File: src/rtl/pipeline_hazard_ctrl_if.sv
// Hazard controller bus: pipeline-side hazard/memory inputs and stall/flush controls.
interface pipeline_hazard_ctrl_if;
  logic        IDEX_MemRead_i;
  logic [4:0]  IDEX_RDaddr_i;
  logic [4:0]  IFID_RS1addr_i;
  logic [4:0]  IFID_RS2addr_i;
  logic        Branch_i;
  logic        mem_req_i;
  logic        mem_ack_i;
  logic        PCWrite_o;
  logic        IFIDstall_o;
  logic        IFIDflush_o;
  logic        IDEXhold_o;
  logic        IDEXbubble_o;
  logic        EXMEMhold_o;
  logic        MEMWBbubble_o;
  logic [31:0] stall_cnt_o;
  logic        timeout_o;

  // Pipeline side: drives hazard and memory status, consumes stall/flush controls.
  modport master (
    output IDEX_MemRead_i, IDEX_RDaddr_i, IFID_RS1addr_i, IFID_RS2addr_i,
           Branch_i, mem_req_i, mem_ack_i,
    input  PCWrite_o, IFIDstall_o, IFIDflush_o, IDEXhold_o, IDEXbubble_o,
           EXMEMhold_o, MEMWBbubble_o, stall_cnt_o, timeout_o
  );

  // Controller side.
  modport slave (
    input  IDEX_MemRead_i, IDEX_RDaddr_i, IFID_RS1addr_i, IFID_RS2addr_i,
           Branch_i, mem_req_i, mem_ack_i,
    output PCWrite_o, IFIDstall_o, IFIDflush_o, IDEXhold_o, IDEXbubble_o,
           EXMEMhold_o, MEMWBbubble_o, stall_cnt_o, timeout_o
  );
endinterface

File: src/rtl/pipeline_hazard_ctrl.sv
// Stall/flush sequencer for the 5-stage pipeline: arbitrates data-cache wait,
// load-use hazard and taken branch; keeps a stall counter and a memory-timeout flag.
module pipeline_hazard_ctrl #(
  parameter int unsigned TIMEOUT = 255
) (
  input logic                  clk_i,
  input logic                  rst_i,
  pipeline_hazard_ctrl_if.slave bus
);
  localparam int unsigned CNT_W  = 32;
  localparam int unsigned WAIT_W = 16;

  typedef enum logic [1:0] {IDLE, MEM_WAIT, RELEASE} state_t;

  state_t              state_q, state_d;
  logic [WAIT_W-1:0]   wait_cnt_q;
  logic [WAIT_W-1:0]   wait_inc;
  logic [CNT_W-1:0]    stall_cnt_q;
  logic                timeout_q;
  logic                mem_stall;
  logic                load_use;
  logic                branch_flush;
  logic                pc_write;

  // State register; reset abandons any outstanding miss.
  always_ff @(posedge clk_i or posedge rst_i) begin
    if (rst_i) state_q <= IDLE;
    else       state_q <= state_d;
  end

  // Next state and hazard arbitration: memory stall > load-use > branch.
  always_comb begin
    state_d      = state_q;
    mem_stall    = 1'b0;
    load_use     = 1'b0;
    branch_flush = 1'b0;
    pc_write     = 1'b0;
    case (state_q)
      IDLE: begin
        if (bus.mem_req_i && !bus.mem_ack_i) begin
          state_d   = MEM_WAIT;
          mem_stall = 1'b1;
        end
      end
      MEM_WAIT: begin
        if (bus.mem_ack_i) state_d = RELEASE;
        else               mem_stall = 1'b1;
      end
      RELEASE: state_d = IDLE;
      default: state_d = IDLE;
    endcase
    load_use = !mem_stall && bus.IDEX_MemRead_i && (bus.IDEX_RDaddr_i != 5'd0) &&
               ((bus.IDEX_RDaddr_i == bus.IFID_RS1addr_i) ||
                (bus.IDEX_RDaddr_i == bus.IFID_RS2addr_i));
    branch_flush = !mem_stall && !load_use && bus.Branch_i;
    pc_write     = !mem_stall && !load_use;
    if (rst_i) begin
      mem_stall    = 1'b0;
      load_use     = 1'b0;
      branch_flush = 1'b0;
      pc_write     = 1'b0;
    end
  end

  assign bus.PCWrite_o     = pc_write;
  assign bus.IFIDstall_o   = mem_stall | load_use;
  assign bus.IFIDflush_o   = branch_flush;
  assign bus.IDEXhold_o    = mem_stall;
  assign bus.IDEXbubble_o  = load_use;
  assign bus.EXMEMhold_o   = mem_stall;
  assign bus.MEMWBbubble_o = mem_stall;
  assign bus.stall_cnt_o   = stall_cnt_q;
  assign bus.timeout_o     = timeout_q;

  assign wait_inc = wait_cnt_q + WAIT_W'(1);

  // MEM_WAIT cycle counter and sticky timeout; the FSM keeps waiting regardless.
  always_ff @(posedge clk_i or posedge rst_i) begin
    if (rst_i) begin
      wait_cnt_q <= '0;
      timeout_q  <= 1'b0;
    end else if (state_q == IDLE && state_d == MEM_WAIT) begin
      wait_cnt_q <= '0;
    end else if (state_q == MEM_WAIT) begin
      if (wait_cnt_q != '1) begin
        wait_cnt_q <= wait_inc;
        if (wait_inc == WAIT_W'(TIMEOUT)) timeout_q <= 1'b1;
      end
    end
  end

  // Saturating count of cycles with the PC held.
  always_ff @(posedge clk_i or posedge rst_i) begin
    if (rst_i)                                  stall_cnt_q <= '0;
    else if (!pc_write && (stall_cnt_q != '1))  stall_cnt_q <= stall_cnt_q + CNT_W'(1);
  end
endmodule

File: src/flat_wrapper.sv
// flat-port wrapper written by rule: the top's interface ports become plain ports
module pipeline_hazard_ctrl_flat 
#(
  parameter int unsigned TIMEOUT = 255
)
  (clk_i, rst_i, bus_IDEX_MemRead_i, bus_IDEX_RDaddr_i, bus_IFID_RS1addr_i, bus_IFID_RS2addr_i, bus_Branch_i, bus_mem_req_i, bus_mem_ack_i, bus_PCWrite_o, bus_IFIDstall_o, bus_IFIDflush_o, bus_IDEXhold_o, bus_IDEXbubble_o, bus_EXMEMhold_o, bus_MEMWBbubble_o, bus_stall_cnt_o, bus_timeout_o);
  pipeline_hazard_ctrl_if bus_i ();
  input logic clk_i;
  input logic rst_i;
  input wire logic [$bits(bus_i.IDEX_MemRead_i)-1:0] bus_IDEX_MemRead_i;
  input wire logic [$bits(bus_i.IDEX_RDaddr_i)-1:0] bus_IDEX_RDaddr_i;
  input wire logic [$bits(bus_i.IFID_RS1addr_i)-1:0] bus_IFID_RS1addr_i;
  input wire logic [$bits(bus_i.IFID_RS2addr_i)-1:0] bus_IFID_RS2addr_i;
  input wire logic [$bits(bus_i.Branch_i)-1:0] bus_Branch_i;
  input wire logic [$bits(bus_i.mem_req_i)-1:0] bus_mem_req_i;
  input wire logic [$bits(bus_i.mem_ack_i)-1:0] bus_mem_ack_i;
  output wire logic [$bits(bus_i.PCWrite_o)-1:0] bus_PCWrite_o;
  output wire logic [$bits(bus_i.IFIDstall_o)-1:0] bus_IFIDstall_o;
  output wire logic [$bits(bus_i.IFIDflush_o)-1:0] bus_IFIDflush_o;
  output wire logic [$bits(bus_i.IDEXhold_o)-1:0] bus_IDEXhold_o;
  output wire logic [$bits(bus_i.IDEXbubble_o)-1:0] bus_IDEXbubble_o;
  output wire logic [$bits(bus_i.EXMEMhold_o)-1:0] bus_EXMEMhold_o;
  output wire logic [$bits(bus_i.MEMWBbubble_o)-1:0] bus_MEMWBbubble_o;
  output wire logic [$bits(bus_i.stall_cnt_o)-1:0] bus_stall_cnt_o;
  output wire logic [$bits(bus_i.timeout_o)-1:0] bus_timeout_o;
  assign bus_i.IDEX_MemRead_i = bus_IDEX_MemRead_i;
  assign bus_i.IDEX_RDaddr_i = bus_IDEX_RDaddr_i;
  assign bus_i.IFID_RS1addr_i = bus_IFID_RS1addr_i;
  assign bus_i.IFID_RS2addr_i = bus_IFID_RS2addr_i;
  assign bus_i.Branch_i = bus_Branch_i;
  assign bus_i.mem_req_i = bus_mem_req_i;
  assign bus_i.mem_ack_i = bus_mem_ack_i;
  assign bus_PCWrite_o = bus_i.PCWrite_o;
  assign bus_IFIDstall_o = bus_i.IFIDstall_o;
  assign bus_IFIDflush_o = bus_i.IFIDflush_o;
  assign bus_IDEXhold_o = bus_i.IDEXhold_o;
  assign bus_IDEXbubble_o = bus_i.IDEXbubble_o;
  assign bus_EXMEMhold_o = bus_i.EXMEMhold_o;
  assign bus_MEMWBbubble_o = bus_i.MEMWBbubble_o;
  assign bus_stall_cnt_o = bus_i.stall_cnt_o;
  assign bus_timeout_o = bus_i.timeout_o;
  pipeline_hazard_ctrl #(.TIMEOUT(TIMEOUT)) u_core (.clk_i(clk_i), .rst_i(rst_i), .bus(bus_i));
endmodule
File: config.mk
export PLATFORM = sky130hd
export DESIGN_NAME = pipeline_hazard_ctrl_flat
export DESIGN_NICKNAME = d
export VERILOG_FILES = /design/src/rtl/pipeline_hazard_ctrl_if.sv /design/src/rtl/pipeline_hazard_ctrl.sv /design/src/flat_wrapper.sv
export SDC_FILE = /design/constraint.sdc
export NUM_CORES = 1
export LEC_CHECK = 0
export CAP_MARGIN = 20
export CORE_ASPECT_RATIO = 1.4
export CORE_MARGIN = 1
export CORE_UTILIZATION = 40
export DETAILED_ROUTE_END_ITERATION = 6
export PLACE_DENSITY_LB_ADDON = 0.15
export SYNTH_ARGS = -nofsm -noshare
export SYNTH_HDL_FRONTEND = slang
export SYNTH_SLANG_ARGS = --single-unit
File: constraint.sdc
create_clock -name clk_i -period 1.9 [get_ports clk_i]
set_input_delay 0.285 -clock clk_i [delete_from_list [all_inputs] [get_ports clk_i]]
set_output_delay 0.285 -clock clk_i [all_outputs]
set_load 0.05 [all_outputs]
======== After elaboration in Yosys (flattened, before gate mapping) ========
Index checks and enable logic that the tools add are counted.
W data, S select, Z words.
operators by class
  add/subtract/negate cells ............... 2
  equal/unequal tests ..................... 7
  mux-type cells .......................... 13
  bitwise logic cells ..................... 2
  reductions and logical operators ........ 19
operators by type and width
  kind                     number
  $mux W16                 3
  $add A32 B1 Y32 const B  1
  $ne A32 B32 Y1 const B   1
  $add A16 B1 Y16 const B  1
  $eq A16 B8 Y1 const B    1
  $ne A16 B16 Y1 const B   1
  $eq A5 B5 Y1             2
  $logic_and A1 B1 Y1      8
  $mux W1                  6
  $reduce_bool A5 Y1       1
  $eq A2 B1 Y1 const B     2
  $logic_not A1 Y1         4
  $mux W2                  2
  $pmux W2 S2              1
  $reduce_and A4 Y1        1
  $reduce_bool A2 Y1       2
  $logic_not A2 Y1         1
  $pmux W1 S2              1
  $reduce_and A2 Y1        1
  $logic_or A1 B1 Y1       1
  $not A1 Y1               1
  $or A1 B1 Y1             1
word-level totals
  register bits after elaboration ......... 51
  input port bits ......................... 21
  word-level logic and storage cells ...... 47

======== Depth between registers and ports, before layout ========
Gate-level depths: netlist of run 1.
  depth in word-level cells ............... 13
  depth in mapped cells ................... 9

======== Worst setup path before layout of run 1 ========
Ideal clock, no wire load.
  kind .................................... input port to output port
  start point ............................. in rst_i
  end point ............................... out bus_IDEXbubble_o
  data arrival time ....................... 2.295 ns
  required time ........................... 1.615 ns
  path slack .............................. -0.680 ns
  stages on the path ...................... 3
  path buffers ............................ 0
  path through ............................ inv_1 nand2_1 nor2_1
between the ends
  word-level cells in the longest chain between the ends .. 1
ends and longest elaborated chain
  element      RTL line                    source
  from (decl)  flat_wrapper.sv:9           input logic rst_i;
  $mux W1      pipeline_hazard_ctrl.sv:57  if (rst_i) begin
  to (decl)    flat_wrapper.sv:21          output wire logic [$bits(bus_i.IDEXbubble_o)-1:0] bus_IDEXbubble_o;
Every way passes these cells.

======== Final worst setup path of run 1 ========
  start point ............................. reg u_core.stall_cnt_q[27], in the netlist u_core.bus.stall_cnt_o[27]
  end point ............................... reg u_core.stall_cnt_q[1], in the netlist u_core.bus.stall_cnt_o[1]
between the ends
  word-level cells in the longest chain between the ends .. 2
ends and longest elaborated chain
  element                 RTL line                    source
  from (decl)             pipeline_hazard_ctrl.sv:18  logic [CNT_W-1:0] stall_cnt_q;
  from (signal assigned)  pipeline_hazard_ctrl.sv:95  else if (!pc_write && (stall_cnt_q != '1)) stall_cnt_q <= stall_cnt_q + CNT_W'(1);
  $ne A32 B32 Y1          pipeline_hazard_ctrl.sv:95
  $logic_and A1 B1 Y1     pipeline_hazard_ctrl.sv:95
Every way passes these cells.
A chain may end at the register's enable or synchronous reset.

==> results.json, run 1 <==
{
  "status": "finished, violations left",
  "violations": "negative setup slack",
  "holdBufCountCts": 0,
  "required_ns": 2.09,
  "netlist_area_um2": 2930,
  "worst_setup_path_start_kind": "flop",
  "yosys.area_share.adder_pct": 1.28,
  "antenna_left": 0,
  "drive_above_1_share_pct": 38.1,
  "via_count": 2754,
  "drt-pass1-iter-count": 4,
  "cts-root-buf": "clkbuf_8",
  "crit_fanout": 6,
  "syn_inst": 303,
  "die_w_um": 74.4,
  "cts_buffer_depth": 2,
  "synth_area_leader_cell": "dfrtp_1",
  "num_rows": 36,
  "crit_type": "reg -> reg",
  "syn2layout_area_growth_pct": 51.5,
  "cts-buffers-inserted": 5,
  "start_util_pct": 41.7,
  "fin_ws_ns": -0.112,
  "startpoint": "u_core.bus.stall_cnt_o[27]",
  "max_cap_violations": 0,
  "clock_sinks": 51,
  "via_per_inst": 5.19,
  "fin_area_um2": 4440,
  "p_leak_uw": 0.00233,
  "layout.nets": 459,
  "place_area_um2": 4110,
  "r2r_setup_slack_ns": -0.11,
  "routed_wl_um": 8070,
  "fp.dieH_um": 103,
  "hold_viol": 0,
  "p_per_area_nw_per_um2": 762,
  "yosysWarnings": 0,
  "drt_iter0_markers": 124,
  "grt_use_total_pct": 20.9,
  "r2r_start": "u_core.bus.stall_cnt_o[27]",
  "grt_max_degree": 52,
  "critPathCapture": "u_core.bus.stall_cnt_o[1]",
  "portBuffers": 60,
  "avgSynthCellArea_um2": 9.68,
  "grt_setup_unrepaired": "true",
  "syn_nets": 327,
  "detail_route.wl_per_cell_um": 15.2,
  "hp-class": "reg -> reg",
  "gr-total-overflow": 0,
  "ios": 61,
  "seq_area_frac_synth_pct": 43.5,
  "diodes": 0,
  "timing.final.crit_share_pct": 106,
  "finClkSkew_ns": 0.0157,
  "grt_antenna_before_repair": 0,
  "place_congestion": 0.791,
  "synth_flop_cell": "dfrtp_1",
  "clkLatencyLatePin_ns": 0.31,
  "yosysTopAreaCellShare_pct": 43.5,
  "synth_edf_count": 0,
  "synthMuxAreaShare_pct": 0.384,
  "synth_cell_types": 48,
  "synth_xor_area_share_pct": 13.1,
  "min_period_ns": 2.01,
  "dp.cells": 515,
  "fp.dieArea_um2": 7680,
  "core_um2": 7030,
  "grt_pass1_wl_um": 12400,
  "cts_htree_levels": 2,
  "cts_tree": "built",
  "finalSetupViolations": 30,
  "hpwl_um": 5690,
  "clkTransAtPathRegs_ns": 0.11,
  "crit_arrival_ns": 2.20,
  "cp-end-kind": "flop",
  "synth-simple-area-share_pct": 26.4,
  "synth_compound_area_share_pct": 11.1,
  "instances_no_fill": 531,
  "async_flop_share_pct": 100,
  "finalSetupTns_ns": -1.59,
  "synth-seq-cells": 51,
  "synth_top_family_by_area": "simple AND/OR/NAND/NOR gates",
  "finalMaxSlewViolations": 0,
  "slew_headroom_pct": 56.2,
  "drc": 0,
  "reg2regPathDepth": 7,
  "worst_slew_pin_slew_ns": 0.657,
  "rr_endpoint": "u_core.bus.stall_cnt_o[1]",
  "synth_area_leaders": "dfrtp_1 44%, xor2_1 9.6%, nand3_1 4.3%, nor2_1 3.7%, xnor2_1 3.6%",
  "max_freq_mhz": 497,
  "ir_drop_uv": 962,
  "grt_pass1_vias": 2753
}
worst max-delay path: stages, from the launching register on:
cell	delay [ns]
dfrtp_1	0.37
nand4_1	0.15
nor4_2	0.36
buf_4	0.17
nand4_1	0.18
o211ai_4	0.20
buf_4	0.17
mux2_4	0.29
cell families (layout without fill, tap and decap cells):
family,Yosys count,in the layout
and+or+nand+nor,142,143
DFF,51,51
AOI/OAI and AO/OA,45,46
xor gates and xnor gates,44,44
buffers and inverters,17,148
adders and majority gates,3,3
muxes,1,1
power by group:
part           internal, uW  switching (uW)
Clock                   394             373
Sequential             1200            79.9
Combinational           564             775
routing by layer:
| metal | track usage (%) | part of all wire, % | vias up |
|---|---|---|---|
| li1 | - | - | 1340 |
| met1 | 22.1 | 39 | 1359 |
| met2 | 41.5 | 58 | 47 |
| met3 | 3.29 | 2.4 | 8 |
| met4 | 5.95 | 1.4 | 0 |
| met5 | 0 | 0 | - |
flip-flops by register name, summed over array words and instances, names as in the netlist:
signal	cells
u_core.state_q	2
u_core.wait_cnt_q	16
u_core.bus.stall_cnt_o	32
u_core.bus.timeout_o	1
worst min-delay path by stage:
stage / start / to / slack, ns / cells after the start
after CTS: u_core.bus.timeout_o / u_core.bus.timeout_o / 0.49 / 1
final: u_core.bus.timeout_o / u_core.bus.timeout_o / 0.49 / 1
after floorplan: rst_i / u_core.bus.stall_cnt_o[10] / 0.34 / 1
after global routing: u_core.bus.stall_cnt_o[15] / u_core.bus.stall_cnt_o[15] / 0.52 / 1
after detailed placement: u_core.bus.timeout_o / u_core.bus.timeout_o / 0.46 / 1
after global placement: u_core.bus.timeout_o / u_core.bus.timeout_o / 0.45 / 1
placed cells by master (no fill, tap or decap), types with 5 or more instances in the layout:
cell type        instances
nor3_1                  15
clkdlybuf4s50_1         13
buf_6                    7
nand4_1                  9
xnor2_2                  5
buf_4                   84
dfrtp_2                  8
clkbuf_8                 5
and3_1                   7
xnor2_1                  6
nor2_1                  25
o21ai_0                  9
dlygate4sd2_1            5
nand2_1                 22
nand3_1                 25
xor2_1                  32
dfrtp_1                 43
o31ai_1                  5
buf_12                   6
o21ai_1                  8
dlymetal6s2s_1          10
area by class of cell:
type,count,area (um2)
Clock buffer,6,72.6
Sequential cell,51,1290
Clock inverter,2,37.5
Fill cell,614,2590
Inverter,5,22.5
Tap cell,95,119
Multi-Input combinational cell,237,1710
Timing Repair Buffer,135,1190
cell usage after synthesis, types with 2 or more instances:
library cell,instances
o21ai_2,3
dfrtp_1,51
nor4_1,4
nor3_1,15
o31ai_1,5
a21oi_1,5
a31oi_1,4
nand2b_1,3
o21ai_0,10
o41ai_2,3
nand3b_1,2
xor2_1,32
nand3_1,25
inv_1,5
and2_1,5
ha_1,3
o21ai_1,8
nand4_1,9
nand2_1,25
and4_1,2
xnor2_1,12
or3_1,2
buf_6,6
clkbuf_1,2
buf_4,3
and3_1,9
nor2_1,29
metrics by stage:
| step | util [%] | hold WS, ns | setup WS (ns) | power, uW |
|---|---|---|---|---|
| final | 63.2 | 0.491 | -0.112 | 3380 |
| after detailed placement | 58.5 | 0.464 | -0.411 | 2540 |
| after global placement | 58.5 | 0.455 | -0.372 | 2520 |
| after floorplan | - | 0.341 | -0.194 | 2000 |
| after global routing | 63.2 | 0.520 | -0.174 | 3540 |
| after CTS | 61.5 | 0.488 | -0.0389 | 3330 |
repair_timing:
action	4_1_cts	5_1_grt
endpoints found under the hold margin	0	0
pin swaps	20	12
resized for setup	51	35
setup endpoints to repair	36	54
setup buffers	5	1
cloned	0	2
Power figures use the tool's default switching activity.
==> run 2: changes to the inputs <==
--- a/config.mk
+++ b/config.mk
@@ -11,6 +11,7 @@
 export CORE_UTILIZATION = 40
 export DETAILED_ROUTE_END_ITERATION = 6
 export PLACE_DENSITY_LB_ADDON = 0.15
+export SLEW_MARGIN = 0
 export SYNTH_ARGS = -nofsm -noshare
 export SYNTH_HDL_FRONTEND = slang
 export SYNTH_SLANG_ARGS = --single-unit
==> results of run 2 <==
Same layout as run 1: the final DEF is identical, and so are final timing and power.
